`config.mk`:
```
export PLATFORM = sky130hd
export DESIGN_NAME = reg4_write_arbiter
export DESIGN_NICKNAME = d
export VERILOG_FILES = /design/src/rtl/reg4_arb_pkg.sv /design/src/rtl/reg4_write_arbiter_rr_pick.sv /design/src/rtl/reg4_write_arbiter.sv
export SDC_FILE = /design/constraint.sdc
export NUM_CORES = 1
export LEC_CHECK = 0
export CORE_UTILIZATION = 35
export DETAILED_ROUTE_END_ITERATION = 16
export GPL_TIMING_DRIVEN = 1
export HOLD_SLACK_MARGIN = 0.12
export PLACE_DENSITY = 0.7
export RECOVER_POWER = 50
export SKIP_CTS_REPAIR_TIMING = 1
export SLEW_MARGIN = 20
export SYNTH_ARGS = -nofsm -noshare
export SYNTH_HDL_FRONTEND = slang
export SYNTH_SLANG_ARGS = --single-unit
```
`constraint.sdc`:
```
create_clock -name clk -period 1.86 [get_ports clk]
set_clock_uncertainty 0.05 [all_clocks]
set_input_delay 0.372 -clock clk [delete_from_list [all_inputs] [get_ports clk]]
set_output_delay 0.372 -clock clk [all_outputs]
set_load 0.005 [all_outputs]
```
`src/rtl/reg4_arb_pkg.sv`:
```
// Shared types and helpers for the reg4 write arbiter.
// Optional readback checking is enabled with the REG4_ARB_READBACK_EN macro.
package reg4_arb_pkg;

  localparam int DATA_W_DEF = 4;

  typedef enum logic [1:0] {
    IDLE   = 2'd0,
    WRITE  = 2'd1,
    CLEAR  = 2'd2,
    VERIFY = 2'd3
  } arb_state_e;

  // Width of an index able to address n requesters (never narrower than 1 bit).
  function automatic int id_width(input int n);
    if (n <= 2) begin
      return 1;
    end else begin
      return $clog2(n);
    end
  endfunction

endpackage

```
`src/rtl/reg4_write_arbiter_rr_pick.sv`:
```
// Combinational round-robin picker: first asserted request searching upward
// from ptr+1 with wraparound, so the last winner gets lowest priority.
module rr_pick
  import reg4_arb_pkg::*;
#(
  parameter int N  = 4,
  parameter int IW = id_width(N)
) (
  input  logic [N-1:0]  req,
  input  logic [IW-1:0] ptr,
  output logic [N-1:0]  gnt,
  output logic [IW-1:0] idx,
  output logic          any
);

  int            cand_s;
  logic [IW-1:0] cand_idx_s;

  // Scan all N positions starting after the pointer, keeping the first hit.
  always_comb begin
    gnt        = '0;
    idx        = '0;
    any        = 1'b0;
    cand_s     = 0;
    cand_idx_s = '0;
    for (int off = 1; off <= N; off++) begin
      cand_s     = (int'(ptr) + off) % N;
      cand_idx_s = IW'(cand_s);
      if (!any && req[cand_idx_s]) begin
        any             = 1'b1;
        gnt[cand_idx_s] = 1'b1;
        idx             = cand_idx_s;
      end else begin
        any = any;
      end
    end
  end

endmodule

```
`src/rtl/reg4_write_arbiter.sv`:
```
// Shares one 4-bit sync-reset register among NUM_REQ writers with round-robin
// arbitration and a high-priority clear channel. reg_data is held between
// operations so an enable-less register keeps its value.
// Define REG4_ARB_READBACK_EN to add a VERIFY state that checks reg_q after
// each write/clear and reports mismatches on rb_err.
module reg4_write_arbiter
  import reg4_arb_pkg::*;
#(
  parameter  int NUM_REQ = 4,
  parameter  int DATA_W  = DATA_W_DEF,
  localparam int IW      = id_width(NUM_REQ)
) (
  input  logic                      clk,
  input  logic                      reset,
  input  logic [NUM_REQ-1:0]        req,
  input  logic [NUM_REQ*DATA_W-1:0] req_data,
  output logic [NUM_REQ-1:0]        ack,
  input  logic                      clr_req,
  output logic                      clr_ack,
  output logic [DATA_W-1:0]         reg_data,
  output logic                      reg_we,
  output logic                      reg_rst,
  input  logic [DATA_W-1:0]         reg_q,
  output logic                      busy,
  output logic [IW-1:0]             owner
`ifdef REG4_ARB_READBACK_EN
  ,
  output logic                      rb_err
`endif
);

  arb_state_e          state_q, state_d;
  logic [IW-1:0]       ptr_q, ptr_d;
  logic [IW-1:0]       owner_q, owner_d;
  logic [DATA_W-1:0]   reg_data_q, reg_data_d;
  logic [NUM_REQ-1:0]  ack_q, ack_d;
  logic                clr_ack_q, clr_ack_d;
  logic                reg_we_q, reg_we_d;
  logic                reg_rst_q, reg_rst_d;
  logic                busy_q, busy_d;
`ifdef REG4_ARB_READBACK_EN
  logic                rb_err_q, rb_err_d;
  logic                vclr_q, vclr_d;   // VERIFY is checking a clear, not a write
`else
  logic                unused_reg_q_s;
`endif

  logic [NUM_REQ-1:0]  unused_pick_gnt_s;
  logic [IW-1:0]       pick_idx_s;
  logic                pick_any_s;
  logic [DATA_W-1:0]   req_data_arr_s [NUM_REQ];

  for (genvar g = 0; g < NUM_REQ; g++) begin : g_unpack
    assign req_data_arr_s[g] = req_data[g*DATA_W +: DATA_W];
  end

`ifndef REG4_ARB_READBACK_EN
  assign unused_reg_q_s = ^reg_q;
`endif

  rr_pick #(
    .N  (NUM_REQ),
    .IW (IW)
  ) u_pick (
    .req (req),
    .ptr (ptr_q),
    .gnt (unused_pick_gnt_s),
    .idx (pick_idx_s),
    .any (pick_any_s)
  );

  // Next-state and registered-output logic; strobes default low every cycle.
  always_comb begin
    state_d    = state_q;
    ptr_d      = ptr_q;
    owner_d    = owner_q;
    reg_data_d = reg_data_q;
    ack_d      = '0;
    clr_ack_d  = 1'b0;
    reg_we_d   = 1'b0;
    reg_rst_d  = 1'b0;
`ifdef REG4_ARB_READBACK_EN
    rb_err_d   = 1'b0;
    vclr_d     = vclr_q;
`endif
    case (state_q)
      IDLE: begin
        if (clr_req) begin
          state_d    = CLEAR;
          reg_data_d = '0;
          reg_rst_d  = 1'b1;
        end else if (pick_any_s) begin
          state_d    = WRITE;
          owner_d    = pick_idx_s;
          ptr_d      = pick_idx_s;
          reg_data_d = req_data_arr_s[pick_idx_s];
          reg_we_d   = 1'b1;
        end else begin
          state_d = IDLE;
        end
      end
      WRITE: begin
`ifdef REG4_ARB_READBACK_EN
        state_d = VERIFY;
        vclr_d  = 1'b0;
`else
        state_d        = IDLE;
        ack_d[owner_q] = 1'b1;
`endif
      end
      CLEAR: begin
`ifdef REG4_ARB_READBACK_EN
        state_d = VERIFY;
        vclr_d  = 1'b1;
`else
        state_d   = IDLE;
        clr_ack_d = 1'b1;
`endif
      end
`ifdef REG4_ARB_READBACK_EN
      VERIFY: begin
        state_d  = IDLE;
        rb_err_d = (reg_q != reg_data_q);
        if (vclr_q) begin
          clr_ack_d = 1'b1;
        end else begin
          ack_d[owner_q] = 1'b1;
        end
      end
`endif
      default: begin
        state_d = IDLE;
      end
    endcase
    busy_d = (state_d != IDLE);
  end

  // State and output registers; asynchronous reset returns to an idle, zeroed
  // interface with requester 0 first in line.
  always_ff @(posedge clk or posedge reset) begin
    if (reset) begin
      state_q    <= IDLE;
      ptr_q      <= IW'(NUM_REQ - 1);
      owner_q    <= '0;
      reg_data_q <= '0;
      ack_q      <= '0;
      clr_ack_q  <= 1'b0;
      reg_we_q   <= 1'b0;
      reg_rst_q  <= 1'b0;
      busy_q     <= 1'b0;
`ifdef REG4_ARB_READBACK_EN
      rb_err_q   <= 1'b0;
      vclr_q     <= 1'b0;
`endif
    end else begin
      state_q    <= state_d;
      ptr_q      <= ptr_d;
      owner_q    <= owner_d;
      reg_data_q <= reg_data_d;
      ack_q      <= ack_d;
      clr_ack_q  <= clr_ack_d;
      reg_we_q   <= reg_we_d;
      reg_rst_q  <= reg_rst_d;
      busy_q     <= busy_d;
`ifdef REG4_ARB_READBACK_EN
      rb_err_q   <= rb_err_d;
      vclr_q     <= vclr_d;
`endif
    end
  end

  assign ack      = ack_q;
  assign clr_ack  = clr_ack_q;
  assign reg_data = reg_data_q;
  assign reg_we   = reg_we_q;
  assign reg_rst  = reg_rst_q;
  assign busy     = busy_q;
  assign owner    = owner_q;
`ifdef REG4_ARB_READBACK_EN
  assign rb_err   = rb_err_q;
`endif

endmodule
```
==> Flow_metrics.wiki <==
{| class="wikitable"
! Metric !! Value
|-
| Result of the run || complete, no violations
|-
| Setup CP Type || input port to flip-flop
|-
| Top library cells by usage in the layout, fill and taps aside || sky130_fd_sc_hd__clkdlybuf4s50_1, sky130_fd_sc_hd__dfrtp_1, sky130_fd_sc_hd__buf_4
|-
| Height of the die || 51.5 µm
|-
| Primary flip-flop cell chosen by synthesis mapping || sky130_fd_sc_hd__dfrtp_1
|-
| CTS max path bufs || 2
|-
| Largest net degree at the start of global routing || 17
|-
| Count of boundary I/O pins || 41
|-
| Hold Vio Cnt, Final || 0
|-
| Required time of the critical path || 2000 ps
|-
| PwrDens || 916 nW/µm²
|-
| Path type of the worst min-delay path || flip-flop to flip-flop
|-
| Cell count of the worst reg-to-reg path || 6
|-
| Wire length of the first global-routing pass || 3330 µm
|-
| Fraction of the cycle the final worst path needs || 96.0%
|-
| Final setup violating endpoints || 0
|-
| IR drop worst, VDD || 0.000475 V
|-
| Remaining number of nets flagged by the antenna check after routing || 0
|-
| Synthesized area divided by synthesized cell count || 10.8 µm²
|-
| Post-Syn Area || 856 µm²
|-
| Final std cells w/o fill || 157
|-
| Antenna violations before repair || 0
|-
| Number of buffers added on ports || 36
|-
| TritonCTS clock tree || built
|-
| Post-Route Setup TNS || 0 ps
|-
| Worst slew margin relative to its limit || 62.0%
|-
| Number of H-tree levels || 1
|-
| Vias/cell || 5.25
|-
| Sort of element at the end of the critical path || flip-flop
|-
| Post-synthesis sequential element count || 16
|-
| Sink Count || 16
|-
| Cell count after synthesis || 79
|-
| Area taken by flip-flops and latches || 403 µm²
|-
| Leakage component of the power || 0.000625 µW
|-
| Cell-by-cell trace of the critical path || clkdlybuf4s50_1 > or4_4 > a211oi_4 > o21ai_1 > o311ai_1
|-
| Fillcell total || 214
|-
| Area enclosed by the die boundary || 2650 µm²
|-
| Hold Crit Depth || 2
|-
| Mean routed wirelength per cell || 13.8 µm
|-
| Most common cell after layout, fill and taps aside || sky130_fd_sc_hd__clkdlybuf4s50_1
|-
| Number of enable-type register cells in the synthesized netlist || 0
|-
| Slowest stage delay, CP || 570 ps
|-
| Post-synth cell types || 31
|-
| Total Nets Final || 157
|-
| Area inside the core boundary || 2250 µm²
|-
| Via count of the first global-routing pass || 794
|-
| Clock period minus worst slack || 1790 ps
|-
| Setup crit start kind || input port
|-
| Synth async-reset ratio || 100%
|-
| Area growth from synthesis to final layout || 61.1%
|-
| TritonCTS buffer count || 3
|-
| Transition at the pin with the smallest max-transition slack || 569 ps
|-
| Router iterations before antenna repair || 4
|-
| F_max || 0.560 GHz
|-
| Slowest-stage cell, CP || sky130_fd_sc_hd__or4_4
|-
| Number of cell rows || 17
|-
| Number of warnings reported in the yosys synthesis log || 0
|-
| Clock edge transition at the registers on the reported setup and hold paths || 90 ps
|-
| Initial standard-cell utilization of the core || 38.0%
|-
| Die W || 51.5 µm
|-
| Placer's final routability congestion estimate || 0.727
|-
| Slew Limit Fails || 0
|-
| Root Buffer || sky130_fd_sc_hd__clkbuf_4
|-
| Remaining global-route overflow || 0
|-
| Remaining design rule violation count || 0
|-
| Starting DRT DRC Count || 6
|-
| Setup repair after global routing missed its margin || false
|-
| Net count of the mapped netlist || 106
|-
| Diode count || 0
|-
| Post-synthesis sequential area ratio || 47.1%
|-
| GRT Overall Usage || 17.2%
|-
| Placed Instances || 153
|-
| Final-layout worst hold slack || 448 ps
|-
| Total vias in the final route || 824
|-
| Ratio of cells with drive above 1 in the final layout || 18.6%
|-
| Clock latency reported for the late side of the worst-skew pair || 280 ps
|-
| Critical-path maximum fanout || 5
|-
| Overall routed net length || 2170 µm
|-
| Maxcap violations || 0
|-
| HPWL after DPL || 1710 µm
|-
| Combined area of the multi-input logic cells || 443 µm²
|-
| Critical path arrival || 1920 ps
|}
[cell type report]
type,count,share of cell area [%]
Clock buffer,4,1.91
Inverter,3,0.817
Multi-Input combinational cell,58,32.1
Sequential cell,16,29.2
Tap cell,28,2.54
Timing Repair Buffer,48,33.4
[stage by stage]
step                      setup slack [ps]  total power (µW)  cell area, µm²  util, %
after floorplan                        221               779             856        -
after global placement                -264              1060            1330     59.1
after detailed placement              -317              1080            1330     59.1
after CTS                            -36.4              1270            1360     60.3
after global routing                  21.5              1350            1380     61.2
final                                 74.5              1260            1380     61.2
[where the power goes]
| part | switching, µW | internal [µW] | total [µW] |
|---|---|---|---|
| registers | 83.3 | 441 | 524 |
| clock network | 101 | 83.2 | 184 |
| logic | 217 | 338 | 554 |
| total | 401 | 862 | 1260 |
[worst max-delay path, delay by kind of cell]
kind	cells	cell delay (ps)
AND/OR/NAND/NOR	1	570
AO/OA/AOI/OAI	3	540
buffers and inverters	1	440
[cells in the mapped netlist, types with 2 or more instances]
master                      n  area share [%]
sky130_fd_sc_hd__o311ai_1   4             4.1
sky130_fd_sc_hd__o31a_1     4             4.1
sky130_fd_sc_hd__o21ai_0    2             1.2
sky130_fd_sc_hd__and4_1     4             4.1
sky130_fd_sc_hd__dfstp_2    2             6.1
sky130_fd_sc_hd__nor4bb_1   2             2.3
sky130_fd_sc_hd__nor2b_1    2             1.5
sky130_fd_sc_hd__o21ai_1    4             2.3
sky130_fd_sc_hd__inv_1      3             1.3
sky130_fd_sc_hd__nand2b_1   2             1.5
sky130_fd_sc_hd__a21o_1     3             2.6
sky130_fd_sc_hd__nor2_1     6             2.6
sky130_fd_sc_hd__mux2i_1    4             4.7
sky130_fd_sc_hd__nand2_1    5             2.2
sky130_fd_sc_hd__a21oi_1    3             1.8
sky130_fd_sc_hd__dfrtp_1   14              41
[kinds of logic after synthesis]
family,share of synthesized area (%)
AO/OA/AOI/OAI,22.8
buffers and inverters,2.34
flip-flops,47.1
multiplexers,4.68
AND/OR/NAND/NOR,23.1
[routing by layer]
metal | up-vias | share of wire (%) | global-route usage [%]
met5 | - | 0 | 0
met4 | 0 | 0.18 | 7.66
met3 | 2 | 4.2 | 2.08
met2 | 28 | 55 | 32.7
met1 | 399 | 41 | 18.7
li1 | 395 | - | -
[sequential cells by signal, indices dropped and copies added, names as in the netlist]
| signal | flops |
|---|---|
| ptr_q | 2 |
| busy | 1 |
| clr_ack | 1 |
| owner | 2 |
| reg_data | 4 |
| reg_rst | 1 |
| state_q | 1 |
| ack | 4 |
[worst paths after layout]
check / from / endpoint / slack, ps
setup / recovery: clr_req / reg_data[1]$_DFFE_PP0P_ / 70
hold / removal: reg_data[3]$_DFFE_PP0P_ / reg_data[3]$_DFFE_PP0P_ / 450
setup reg to reg: ptr_q[0]$_DFFE_PP1P_ / reg_data[1]$_DFFE_PP0P_ / 160
hold reg to reg: reg_data[3]$_DFFE_PP0P_ / reg_data[3]$_DFFE_PP0P_ / 450
max in group asynchronous: reset / ptr_q[0]$_DFFE_PP1P_ / 850
min in group asynchronous: reset / busy$_DFF_PP0_ / 530
Note: power is estimated with default switching activity, not from simulation.
